`src/rtl/ascon_block_packer.sv`:
```
// ascon_block_packer: packs an AD/PT byte stream into 64-bit big-endian
// Ascon rate blocks with 0x80-then-zeros padding, double-buffered behind a
// valid/ready output so the byte source can run ahead of the core.
// Optional block counter output enabled by defining ASCON_PACK_CNT_EN.
module ascon_block_packer #(
    parameter logic [7:0] PAD_BYTE = 8'h80
`ifdef ASCON_PACK_CNT_EN
    ,
    parameter int CNT_W = 16
`endif
) (
    input  logic        clock_i,
    input  logic        reset_i,
    input  logic        clear_i,
    input  logic [7:0]  byte_i,
    input  logic        byte_valid_i,
    input  logic        byte_last_i,
    input  logic        byte_type_i,
    output logic        byte_ready_o,
    input  logic        empty_i,
    output logic [63:0] block_o,
    output logic        block_valid_o,
    input  logic        block_ready_i,
    output logic        block_last_o,
    output logic        block_type_o,
    output logic        err_o
`ifdef ASCON_PACK_CNT_EN
    ,
    output logic [CNT_W-1:0] blk_count_o
`endif
);

    localparam logic [63:0] PAD_BLOCK = {PAD_BYTE, 56'h0};

    logic [63:0] asm_reg;
    logic [63:0] asm_fill;
    logic [3:0]  cnt;
    logic        seg_type;
    logic        pending;
    logic        last;
    logic        pad_pending;

    logic        byte_accept;
    logic        transfer;
    logic        empty_ok;
    logic        type_err;
    logic        empty_err;

    // The assembly side only takes bytes while nothing is waiting to move out.
    assign byte_ready_o = !pending && !pad_pending;
    assign byte_accept  = byte_valid_i && byte_ready_o;
    assign transfer     = pending && (!block_valid_o || block_ready_i);
    assign empty_ok     = empty_i && !byte_accept && (cnt == 4'd0) && !pending && !pad_pending;
    assign empty_err    = empty_i && !empty_ok;
    assign type_err     = byte_accept && (cnt != 4'd0) && (byte_type_i != seg_type);

    // Assembly word after writing the incoming byte; a final byte also drops
    // the pad byte right behind it and zeroes the rest of the block.
    always_comb begin
        asm_fill = asm_reg;
        for (int i = 0; i < 8; i++) begin
            if (4'(i) == cnt) begin
                asm_fill[63-8*i -: 8] = byte_i;
            end else if (byte_last_i && (4'(i) == cnt + 4'd1)) begin
                asm_fill[63-8*i -: 8] = PAD_BYTE;
            end else if (byte_last_i && (4'(i) > cnt + 4'd1)) begin
                asm_fill[63-8*i -: 8] = 8'h00;
            end
        end
    end

    // Assembly register, byte count and the pending / pad-follow-up flags.
    always_ff @(posedge clock_i or posedge reset_i) begin
        if (reset_i) begin
            asm_reg     <= '0;
            cnt         <= '0;
            seg_type    <= 1'b0;
            pending     <= 1'b0;
            last        <= 1'b0;
            pad_pending <= 1'b0;
        end else if (clear_i) begin
            asm_reg     <= '0;
            cnt         <= '0;
            seg_type    <= 1'b0;
            pending     <= 1'b0;
            last        <= 1'b0;
            pad_pending <= 1'b0;
        end else if (transfer) begin
            if (pad_pending) begin
                asm_reg     <= PAD_BLOCK;
                last        <= 1'b1;
                pad_pending <= 1'b0;
            end else begin
                asm_reg <= '0;
                cnt     <= '0;
                pending <= 1'b0;
                last    <= 1'b0;
            end
        end else if (byte_accept) begin
            asm_reg <= asm_fill;
            cnt     <= cnt + 4'd1;
            if (cnt == 4'd0) begin
                seg_type <= byte_type_i;
            end
            if (cnt == 4'd7) begin
                pending     <= 1'b1;
                last        <= 1'b0;
                pad_pending <= byte_last_i;
            end else if (byte_last_i) begin
                pending <= 1'b1;
                last    <= 1'b1;
            end
        end else if (empty_ok) begin
            asm_reg  <= PAD_BLOCK;
            last     <= 1'b1;
            seg_type <= byte_type_i;
            pending  <= 1'b1;
        end
    end

    // Output register: loads on transfer, drops valid once accepted and idle.
    always_ff @(posedge clock_i or posedge reset_i) begin
        if (reset_i) begin
            block_o       <= '0;
            block_valid_o <= 1'b0;
            block_last_o  <= 1'b0;
            block_type_o  <= 1'b0;
        end else if (clear_i) begin
            block_o       <= '0;
            block_valid_o <= 1'b0;
            block_last_o  <= 1'b0;
            block_type_o  <= 1'b0;
        end else if (transfer) begin
            block_o       <= asm_reg;
            block_valid_o <= 1'b1;
            block_last_o  <= last;
            block_type_o  <= seg_type;
        end else if (block_valid_o && block_ready_i) begin
            block_valid_o <= 1'b0;
        end
    end

    // Sticky protocol error: type change mid-block or an unusable empty_i.
    always_ff @(posedge clock_i or posedge reset_i) begin
        if (reset_i) begin
            err_o <= 1'b0;
        end else if (clear_i) begin
            err_o <= 1'b0;
        end else if (type_err || empty_err) begin
            err_o <= 1'b1;
        end
    end

`ifdef ASCON_PACK_CNT_EN
    // Counts completed output handshakes, wrapping naturally.
    always_ff @(posedge clock_i or posedge reset_i) begin
        if (reset_i) begin
            blk_count_o <= '0;
        end else if (clear_i) begin
            blk_count_o <= '0;
        end else if (block_valid_o && block_ready_i) begin
            blk_count_o <= blk_count_o + 1'b1;
        end
    end
`endif

endmodule

```
`config.mk`:
```
export PLATFORM = sky130hd
export DESIGN_NAME = ascon_block_packer
export DESIGN_NICKNAME = d
export VERILOG_FILES = /design/src/rtl/ascon_block_packer.sv
export SDC_FILE = /design/constraint.sdc
export NUM_CORES = 1
export LEC_CHECK = 0
export ABC_AREA = 1
export BUFFER_PORTS_ARGS = -buffer_cell sky130_fd_sc_hd__buf_2
export CORE_AREA = 8 8 96 133
export DETAILED_ROUTE_END_ITERATION = 6
export DIE_AREA = 0 0 104 141
export PLACE_DENSITY = 0.82
export SLEW_MARGIN = 20
export SYNTH_ARGS = -nofsm -noshare
export SYNTH_HDL_FRONTEND = slang
export SYNTH_SLANG_ARGS = --single-unit
```
`constraint.sdc`:
```
create_clock -name clock_i -period 7.9 [get_ports clock_i]
set_clock_uncertainty 0.2 [all_clocks]
set_input_delay 1.185 -clock clock_i [delete_from_list [all_inputs] [get_ports clock_i]]
set_output_delay 1.185 -clock clock_i [all_outputs]
set_load 0.005 [all_outputs]
```
==> metrics.md, run 1 <==
| Metric | Value |
|---|---|
| Nets | `about 700` |
| Fmax | `about 330 MHz` |
| Worst Path Buf+Inv | `4` |
| N_diodes | `0` |
| Total GRT Usage | `approximately a fifth` |
| Post-synth ARST share | `100.0%` |
| Final estimated routing congestion in global placement | `roughly 0.91` |
| Die area | `approximately 0.015 sq mm` |
| PnR worst setup slack | `between 4 and 5 ns` |
| Reg-to-reg slack, setup | `between 5 and 6 ns` |
| Slew HR | `between 40% and 50%` |
| DRC | `0` |
| Initial antenna violation count | `0` |
| Final HPWL from detailed placement | `approximately 10000 microns` |
| Final Hold Vio Count | `0` |
| First-pass DRT Iterations | `5` |
| Wire per inst | `roughly 18 microns` |
| CP max stage cell | `nand2_1` |
| Starting Density | `roughly 54%` |
| Worst r2r path cells | `5` |
| Sequential share of the synthesized area | `between 60% and 70%` |
| Multiplexer area fraction after synthesis | `0%` |
| Drt via density | `between 5 and 6` |
| Synth Area in XOR/XNOR | `less than 1%` |
| Hold path cells | `2` |
| Post-Synth Simple-Gate Area | `between 10% and 20%` |
| Highest metal layer with signal wires | `met4` |
| Levels on crit path | `8` |
| Fillers | `between 800 and 900` |
| Final WL | `14710 microns` |
| Post-layout util | `a little under two thirds` |
| Most frequent cells in the layout | `nand2_1 (165), dfrtp_1 (140), buf_2 (84), o21ai_0 (61), inv_1 (58)` |
| Ratio of total power to cell area | `about 260 mW/mm^2` |
| Seq cells post-synth | `between 100 and 150` |
| Placed cell areas | `between 0.006 and 0.007 sq mm` |
| DR iter-0 viols | `220` |
| Cell Count, Final, Fillers Out | `roughly 830` |
| TritonCTS clock tree | `built` |
| Dpl ws | `around 4.5 ns` |
| Top FF cell, synth | `dfrtp_1` |
| Critical path endpoint category | `flop` |
| Worst-margin pin slew | `0.8591 ns` |
| Fin crit period | `about 3.0 ns` |
| Hold WS | `approximately 0.27 ns` |
| PostCTS Resize Cnt | `0` |
| Layout area overhead | `18.46%` |
| Peak VDD IR | `0.0001561 V` |
| Crit-path leading delay family | `simple AND/OR/NAND/NOR gates` |
| Largest net degree at the start of global routing | `74` |
| Max Cap Viol | `0` |
| Total power | `around 1.8 mW` |
| Die height | `141 microns` |
| Commonest non-fill, non-tap cell in the layout | `nand2_1` |
| # setup viols final | `0` |
| Fin crit share | `a little under two fifths` |
| CTS buffer count | `17` |
| Share of layout cells above drive strength 1 | `about a fifth` |
| Adder-Cell Fraction of Synth Area | `around 1.3%` |
| RSZ-0062 raised after global routing | `no` |
| CP Class | `input pin to flop` |
| Synthesized area | `a little under 0.006 sq mm` |
| Largest family of logic cells by synthesized area | `simple AND/OR/NAND/NOR gates` |
| Worst hold path type | `flop to flop` |
| Worst-path maximum fanout | `44` |
| Static Leak | `around 3.7 nW` |
| Met2 wire length | `7326 microns` |
| Vias in the first global route | `about 4600` |
| Synthesis Warnings | `0` |
| Synth cell types | `30` |
| Core Rows | `45` |
| Met1 wire length | `between 6000 and 7000 microns` |
| Design area | `between 0.006 and 0.007 sq mm` |
| Boundary Pins | `85` |
| CP max stage delay | `0.58 ns` |
| Met3 Wirelength | `slightly below 800 microns` |
| Crit path cell chain | `buf_2, inv_1, nand2_1, nand2_1, inv_1, nand2_1, inv_2, a22o_1` |
| Core Footprint | `0.01070 sq mm` |
| Syn Nets | `about 620` |
| Global route overflow | `0` |
| Post-CTS setup repair buffer count | `0` |
| Clock H-tree levels | `4` |
| Setup TNS | `0 ns` |
| Synth Area in Compound Gates | `15.01%` |
| Startpoint Class | `input pin` |
| Mean Syn Cell Area | `9.710 sq um` |
| Cells after Synth | `around 590` |
| Clock sink count | `140` |
| Req. time, crit path | `~8.0 ns` |
| Post-CTS Hold Fix Bufs | `0` |
| Buffers added on ports | `84` |
| Vias | `about 4500` |
| Clk_lat worst skew | `around 0.42 ns` |
| First-pass GRT wire length | `~24000 microns` |
| Inst Count DP | `around 800` |
| Number of routed nets with antenna violations | `0` |
| CTS root buf | `clkbuf_16` |
| Slew Viols, Final | `0` |
| Status | `complete, no violations` |
| Die width | `104 microns` |
| Post-synth EDFFs | `0` |
| Clk pin slew, worst setup/hold paths | `roughly 0.060 ns` |
| Crit path top cell by count | `nand2_1` |
| Critical path arrival | `a little over 3 ns` |
| Max clock buf depth | `2` |
-- tightest hold or removal path, delay by kind of cell, from the launching register on --
| kind | cells | cell delay (ns) |
|---|---|---|
| DFF | 1 | 0.34 |
| and+or+nand+nor | 2 | 0.10 |
-- synth_stat cells (3+ instances only) --
| master | count | area (sq um) |
|---|---|---|
| o21ai_0 | 61 | 305.3 |
| o22ai_1 | 10 | 62.56 |
| dfrtp_1 | 140 | 3503 |
| buf_2 | 9 | 45.04 |
| nor2_4 | 3 | 33.78 |
| nand3_1 | 22 | 110.1 |
| nor3_1 | 3 | 15.01 |
| nor2_2 | 3 | 18.77 |
| a21oi_1 | 11 | 55.05 |
| inv_1 | 59 | 221.5 |
| ha_1 | 6 | 75.07 |
| nor2_1 | 28 | 105.1 |
| a22o_1 | 43 | 376.6 |
| clkbuf_1 | 6 | 22.52 |
| nand2_1 | 165 | 619.3 |
| inv_2 | 4 | 15.01 |
| nand4_1 | 4 | 25.02 |
-- cell families (layout without fill, tap and decap cells) --
family                     count (synthesis)  count (layout)
and+or+nand+nor                          232             232
DFF                                      140             140
AOI/OAI and AO/OA                        133             133
buffers and inverters                     82             181
adders and majority gates                  6               6
xor gates and xnor gates                   1               1
-- final cells by class --
type                       instances  area (sq um)  area share (%)
tap                              141         176.4           2.582
clock inverter                    12         100.1           1.465
multi-input combinational        372          1927           28.20
clock buffer                      19         442.9           6.482
sequential                       140          3503           51.27
inverter                          64         247.7           3.626
timing repair buffer              86         435.4           6.372
-- metal layers --
| metal | global-route usage [%] | vias to the layer above |
|---|---|---|
| li1 | - | 2139 |
| met3 | 5.292 | 27 |
| met5 | 0 | - |
| met4 | 9.334 | 0 |
| met2 | 33.60 | 153 |
| met1 | 25.20 | 2178 |
-- report_power, final --
part / switching, mW / internal, mW
clock: 0.293 / 0.436
sequential: 0.0236 / 0.747
combinational: 0.200 / 0.0625
total: 0.517 / 1.25
-- path summary, 6_finish.rpt --
kind | start | to
setup / recovery | block_ready_i | block_o[10]$_DFFE_PP0N_
hold / removal | asm_reg[30]$_DFFE_PP0P_ | asm_reg[30]$_DFFE_PP0P_
setup reg to reg | pending$_DFFE_PP0P_ | block_o[10]$_DFFE_PP0N_
hold reg to reg | asm_reg[30]$_DFFE_PP0P_ | asm_reg[30]$_DFFE_PP0P_
max in group asynchronous | reset_i | block_o[27]$_DFFE_PP0N_
min in group asynchronous | reset_i | block_o[41]$_DFFE_PP0N_
Note: power is estimated with default switching activity, not from simulation.
==> inputs of run 2 (changes only) <==
CORE_AREA = 8 8 99 137   (was 8 8 96 133)
DIE_AREA = 0 0 107 145   (was 0 0 104 141)
PLACE_DENSITY = 0.8   (was 0.82)
clock period = 2.59 ns   (was 7.9 ns; I/O delays follow)
==> metrics.md, run 2 (synthesis results as in run 1) <==
| Metric | Value |
|---|---|
| Number of routed nets with antenna violations | `0` |
| Total power | `5.725 mW` |
| Share of layout cells above drive strength 1 | `20.29%` |
| Initial antenna violation count | `0` |
| Clock H-tree levels | `4` |
| Final estimated routing congestion in global placement | `slightly above 0.9` |
| Fin crit period | `about 2.4 ns` |
| Status | `finished with violations` |
| Fin crit share | `about nine tenths` |
| DR iter-0 viols | `about 320` |
| R2R Path Start | `cnt[0]$_DFFE_PP0P_` |
| Worst hold path type | `input pin to async pin` |
| Startpoint Class | `flop` |
| CTS root buf | `clkbuf_16` |
| Post-CTS setup repair buffer count | `0` |
| Layout area overhead | `21.17%` |
| First-pass DRT Iterations | `6` |
| Commonest non-fill, non-tap cell in the layout | `nand2_1` |
| Die height | `around 150 microns` |
| Critical path endpoint category | `flop` |
| Largest net degree at the start of global routing | `141` |
| Failing checks | `hold timing` |
| Final WL | `roughly 15000 microns` |
| Final Hold Vio Count | `19` |
| Slew Viols, Final | `0` |
| Static Leak | `~3.7 nW` |
| CP Class | `flop to flop` |
| Worst r2r path cells | `9` |
| Buffers added on ports | `84` |
| DRC | `0` |
| Vias in the first global route | `about 4700` |
| Fmax | `roughly 420 MHz` |
| Sequential Area | `~0.0035 sq mm` |
| Slew HR | `48.38%` |
| Critical path arrival | `between 2 and 2.5 ns` |
| N_diodes | `0` |
| Die width | `between 100 and 150 microns` |
| Final HPWL from detailed placement | `around 11000 microns` |
| TritonCTS clock tree | `built` |
| Area occupied by multi-input gates | `0.001927 sq mm` |
| Post-CTS Hold Fix Bufs | `0` |
| Req. time, crit path | `between 2 and 3 ns` |
| RSZ-0062 raised after global routing | `no` |
| Vias | `4608` |
| Ratio of total power to cell area | `819.2 mW/mm^2` |
| # setup viols final | `0` |
| Core Footprint | `about 0.012 sq mm` |
| Clk pin slew, worst setup/hold paths | `0.06 ns` |
| Worst-margin pin slew | `0.7732 ns` |
| Peak VDD IR | `0.0005034 V` |
| CP startpoint | `cnt[0]$_DFFE_PP0P_` |
| Die area | `between 0.015 and 0.02 sq mm` |
| First-pass GRT wire length | `around 25000 microns` |
| Total GRT Usage | `a little over a fifth` |
| Nets | `a little over 700` |
| Reg2Reg Capture Point | `asm_reg[61]$_DFFE_PP0P_` |
| Core Rows | `47` |
| Fillers | `between 900 and 1000` |
| Boundary Pins | `85` |
| Worst-path maximum fanout | `10` |
| Max Cap Viol | `0` |
| CP endpoint | `asm_reg[61]$_DFFE_PP0P_` |
| PostCTS Resize Cnt | `0` |
| Most frequent cells in the layout | `nand2_1 (165), dfrtp_1 (140), buf_2 (84), o21ai_0 (61), inv_1 (58)` |
| Global route overflow | `0` |
| Drt via density | `5.440` |
| Reg-to-reg slack, setup | `~0.22 ns` |
| Hold WS | `-0.05250 ns` |
| Wire per inst | `18.08 microns` |
| Clock sink count | `140` |
| Setup TNS | `0 ns` |
| Starting Density | `between 40% and 50%` |
| Clk_lat worst skew | `around 0.42 ns` |
| Max clock buf depth | `2` |
| CTS buffer count | `17` |
[run 2: changes by cell type in the layout (fill, tap and decap cells not counted)]
cell        previous run  this run
bufinv_16              1         3
buf_4                  2         6
clkinvlp_4             3         4
clkinv_4               3         1
inv_6                  0         1
buf_12                 0         2
clkinv_2               6         3
inv_4                  1         0
clkbuf_8               1         4
[run 2: how the worst min path moves through the flow]
stage,startpoint,endpoint,slack (ns),cells after the start
finish,reset_i,block_o[9]$_DFFE_PP0N_,-0.05,3
global route,byte_i[1],asm_reg[25]$_DFFE_PP0P_,0.02,3
CTS,byte_i[1],asm_reg[25]$_DFFE_PP0P_,0.01,3
detailed placement,asm_reg[51]$_DFFE_PP0P_,asm_reg[51]$_DFFE_PP0P_,0.26,2
global placement,asm_reg[44]$_DFFE_PP0P_,asm_reg[44]$_DFFE_PP0P_,0.25,2
floorplan,asm_reg[33]$_DFFE_PP0P_,block_o[33]$_DFFE_PP0N_,0.24,2
[run 2: final cells by class]
class,instances,area share [%]
Inverter,64,3.562
Tap cell,147,2.632
Sequential cell,140,50.13
Clock inverter,10,1.951
Clock buffer,22,6.928
Timing Repair Buffer,92,7.232
Multi-Input combinational cell,372,27.57
[run 2: report_power, final]
part | switching (mW) | internal, mW | total, mW | leakage (nW)
logic | 0.634 | 0.216 | 0.850 | 1.49
clock network | 0.909 | 1.61 | 2.52 | 0.299
registers | 0.0727 | 2.28 | 2.35 | 1.94
[run 2: routing by layer]
layer  wire, microns  track usage (%)
met3             897            5.009
met5               0                0
met4             482            10.32
met1            6162            25.13
met2            7772            33.97
[run 2: stage by stage]
step	setup WS [ns]	hold slack (ns)	utilization (%)	instance area, sq um	std cells
finish	0.2215	-0.05250	60.33	6989	847
global route	0.05889	0.01905	60.33	6989	847
CTS	0.2257	0.01253	60.33	6989	847
detailed placement	0.2473	0.2592	54.97	6369	815
global placement	0.2551	0.2542	54.97	6369	815
floorplan	0.2524	0.2422	-	5772	594
[run 2: worst max-delay path, cell delays in order (launching register included)]
cell,delay [ns]
dfrtp_1,0.46
inv_1,0.20
ha_1,0.21
inv_1,0.08
nor2_4,0.26
nand3_2,0.17
nand3_4,0.19
inv_1,0.10
a21oi_4,0.22
o21ai_0,0.14
==> inputs of run 3 (changes only) <==
REMOVE_ABC_BUFFERS = 1   (was unset)
==> metrics.md, run 3 (synthesis results as in run 1) <==
| Metric | Value |
|---|---|
| Sequential Area | `about 0.0035 sq mm` |
| Slew Viols, Final | `0` |
| Largest net degree at the start of global routing | `around 140` |
| Boundary Pins | `85` |
| Vias in the first global route | `roughly 4700` |
| Critical path arrival | `approximately 2.3 ns` |
| N_diodes | `0` |
| Clk pin slew, worst setup/hold paths | `0.06 ns` |
| PnR worst setup slack | `around 0.36 ns` |
| Total power | `5.560 mW` |
| Core Rows | `47` |
| DRC | `0` |
| RSZ-0062 raised after global routing | `no` |
| Clock H-tree levels | `4` |
| Status | `complete, no violations` |
| Drt via density | `around 5.4` |
| # setup viols final | `0` |
| Commonest non-fill, non-tap cell in the layout | `nand2_1` |
| Layout area overhead | `20.61%` |
| Most frequent cells in the layout | `nand2_1 (165), dfrtp_1 (140), buf_2 (84), o21ai_0 (61), inv_1 (58)` |
| Area occupied by multi-input gates | `0.001927 sq mm` |
| Clock sink count | `140` |
| Critical path endpoint category | `flop` |
| Req. time, crit path | `about 2.7 ns` |
| Max Cap Viol | `0` |
| Die width | `roughly 110 microns` |
| Nets | `~700` |
| Worst-margin pin slew | `just over 0.7 ns` |
| Total GRT Usage | `19.66%` |
| Core Footprint | `0.01158 sq mm` |
| Setup TNS | `0 ns` |
| Number of routed nets with antenna violations | `0` |
| Static Leak | `roughly 3.7 nW` |
| Die area | `0.01552 sq mm` |
| Global route overflow | `0` |
| CTS root buf | `clkbuf_16` |
| Final Hold Vio Count | `0` |
| Wire per inst | `17.42 microns` |
| Clk_lat worst skew | `0.41 ns` |
| CP Class | `flop to flop` |
| Ratio of total power to cell area | `roughly 800 mW/mm^2` |
| Worst hold path type | `input pin to flop` |
| Fin crit period | `approximately 2.2 ns` |
| Placed cell areas | `between 0.006 and 0.007 sq mm` |
| Vias | `approximately 4600` |
| Startpoint Class | `flop` |
| Final HPWL from detailed placement | `about 11000 microns` |
| Inst Count DP | `a little over 800` |
| First-pass DRT Iterations | `5` |
| Initial antenna violation count | `0` |
| Cell Count, Final, Fillers Out | `850` |
| PostCTS Resize Cnt | `0` |
| CP startpoint | `cnt[0]$_DFFE_PP0P_` |
| Slew HR | `51.70%` |
| Buffers added on ports | `84` |
| Dpl ws | `between 0.4 and 0.5 ns` |
| DR iter-0 viols | `approximately 250` |
| Design area | `around 0.007 sq mm` |
| Peak VDD IR | `around 0.00046 V` |
| CTS buffer count | `17` |
| Final WL | `around 15000 microns` |
| Fin crit share | `between 80% and 90%` |
| TritonCTS clock tree | `built` |
| Share of layout cells above drive strength 1 | `approximately a fifth` |
| Fmax | `around 450 MHz` |
| Post-CTS Hold Fix Bufs | `1` |
| Starting Density | `between 40% and 50%` |
| Final estimated routing congestion in global placement | `0.9372` |
| R2R Path Start | `cnt[0]$_DFFE_PP0P_` |
| Post-CTS setup repair buffer count | `0` |
| Max clock buf depth | `2` |
| Die height | `between 100 and 150 microns` |
| Hold_sp | `block_ready_i` |
| Fillers | `around 920` |
| First-pass GRT wire length | `24190 microns` |
| Worst-path maximum fanout | `10` |
==> run 3: power breakdown <==
group / total, mW / internal (mW) / switching, mW / leakage [nW]
logic: 0.838 / 0.217 / 0.621 / 1.50
clock network: 2.38 / 1.36 / 1.02 / 0.280
registers: 2.35 / 2.28 / 0.0678 / 1.94
==> run 3: critical path, cell delays in order (launching register included) <==
cell and delay, ns:
dfrtp_1 0.46, inv_1 0.18, ha_1 0.19, inv_1 0.07, nor2_4 0.22, nand3_2 0.15
nand3_4 0.17, nand2_1 0.07, inv_1 0.20, o22ai_1 0.16
==> run 3: path summary, 6_finish.rpt <==
kind / end / slack, ns / cells past startpoint
min in group asynchronous: block_o[20]$_DFFE_PP0N_ / 0.49 / 4
worst max register to register: asm_reg[2]$_DFFE_PP0P_ / 0.36 / 9
worst min register to register: asm_reg[46]$_DFFE_PP0P_ / 0.27 / 2
max in group asynchronous: asm_reg[13]$_DFFE_PP0P_ / 1.15 / 4
worst min-delay path: block_valid_o$_DFFE_PP0P_ / 0.04 / 4
worst max-delay path: asm_reg[2]$_DFFE_PP0P_ / 0.36 / 9
==> run 3: cell type report <==
| class | instances | share of cell area (%) |
|---|---|---|
| Inverter | 64 | 3.561 |
| Multi-Input combinational cell | 372 | 27.70 |
| Clock buffer | 17 | 6.115 |
| Clock inverter | 15 | 2.176 |
| Sequential cell | 140 | 50.36 |
| Timing Repair Buffer | 95 | 7.446 |
| Tap cell | 147 | 2.644 |
==> run 3: through the flow <==
stage               util, %  hold slack, ns
finish                60.05         0.03954
global route          60.05         0.04803
CTS                   60.05         0.03006
detailed placement    54.98          0.2589
global placement      54.98          0.2569
floorplan                 -          0.2422
==> run 3: per-layer routing <==
layer  share of wire (%)  track usage [%]  up-vias
li1                    -                -     2151
met1                  40            23.56     2292
met2                  51            32.66      142
met3                 5.4            4.477       29
met4                 2.8            8.834        0
met5                   0                0        -
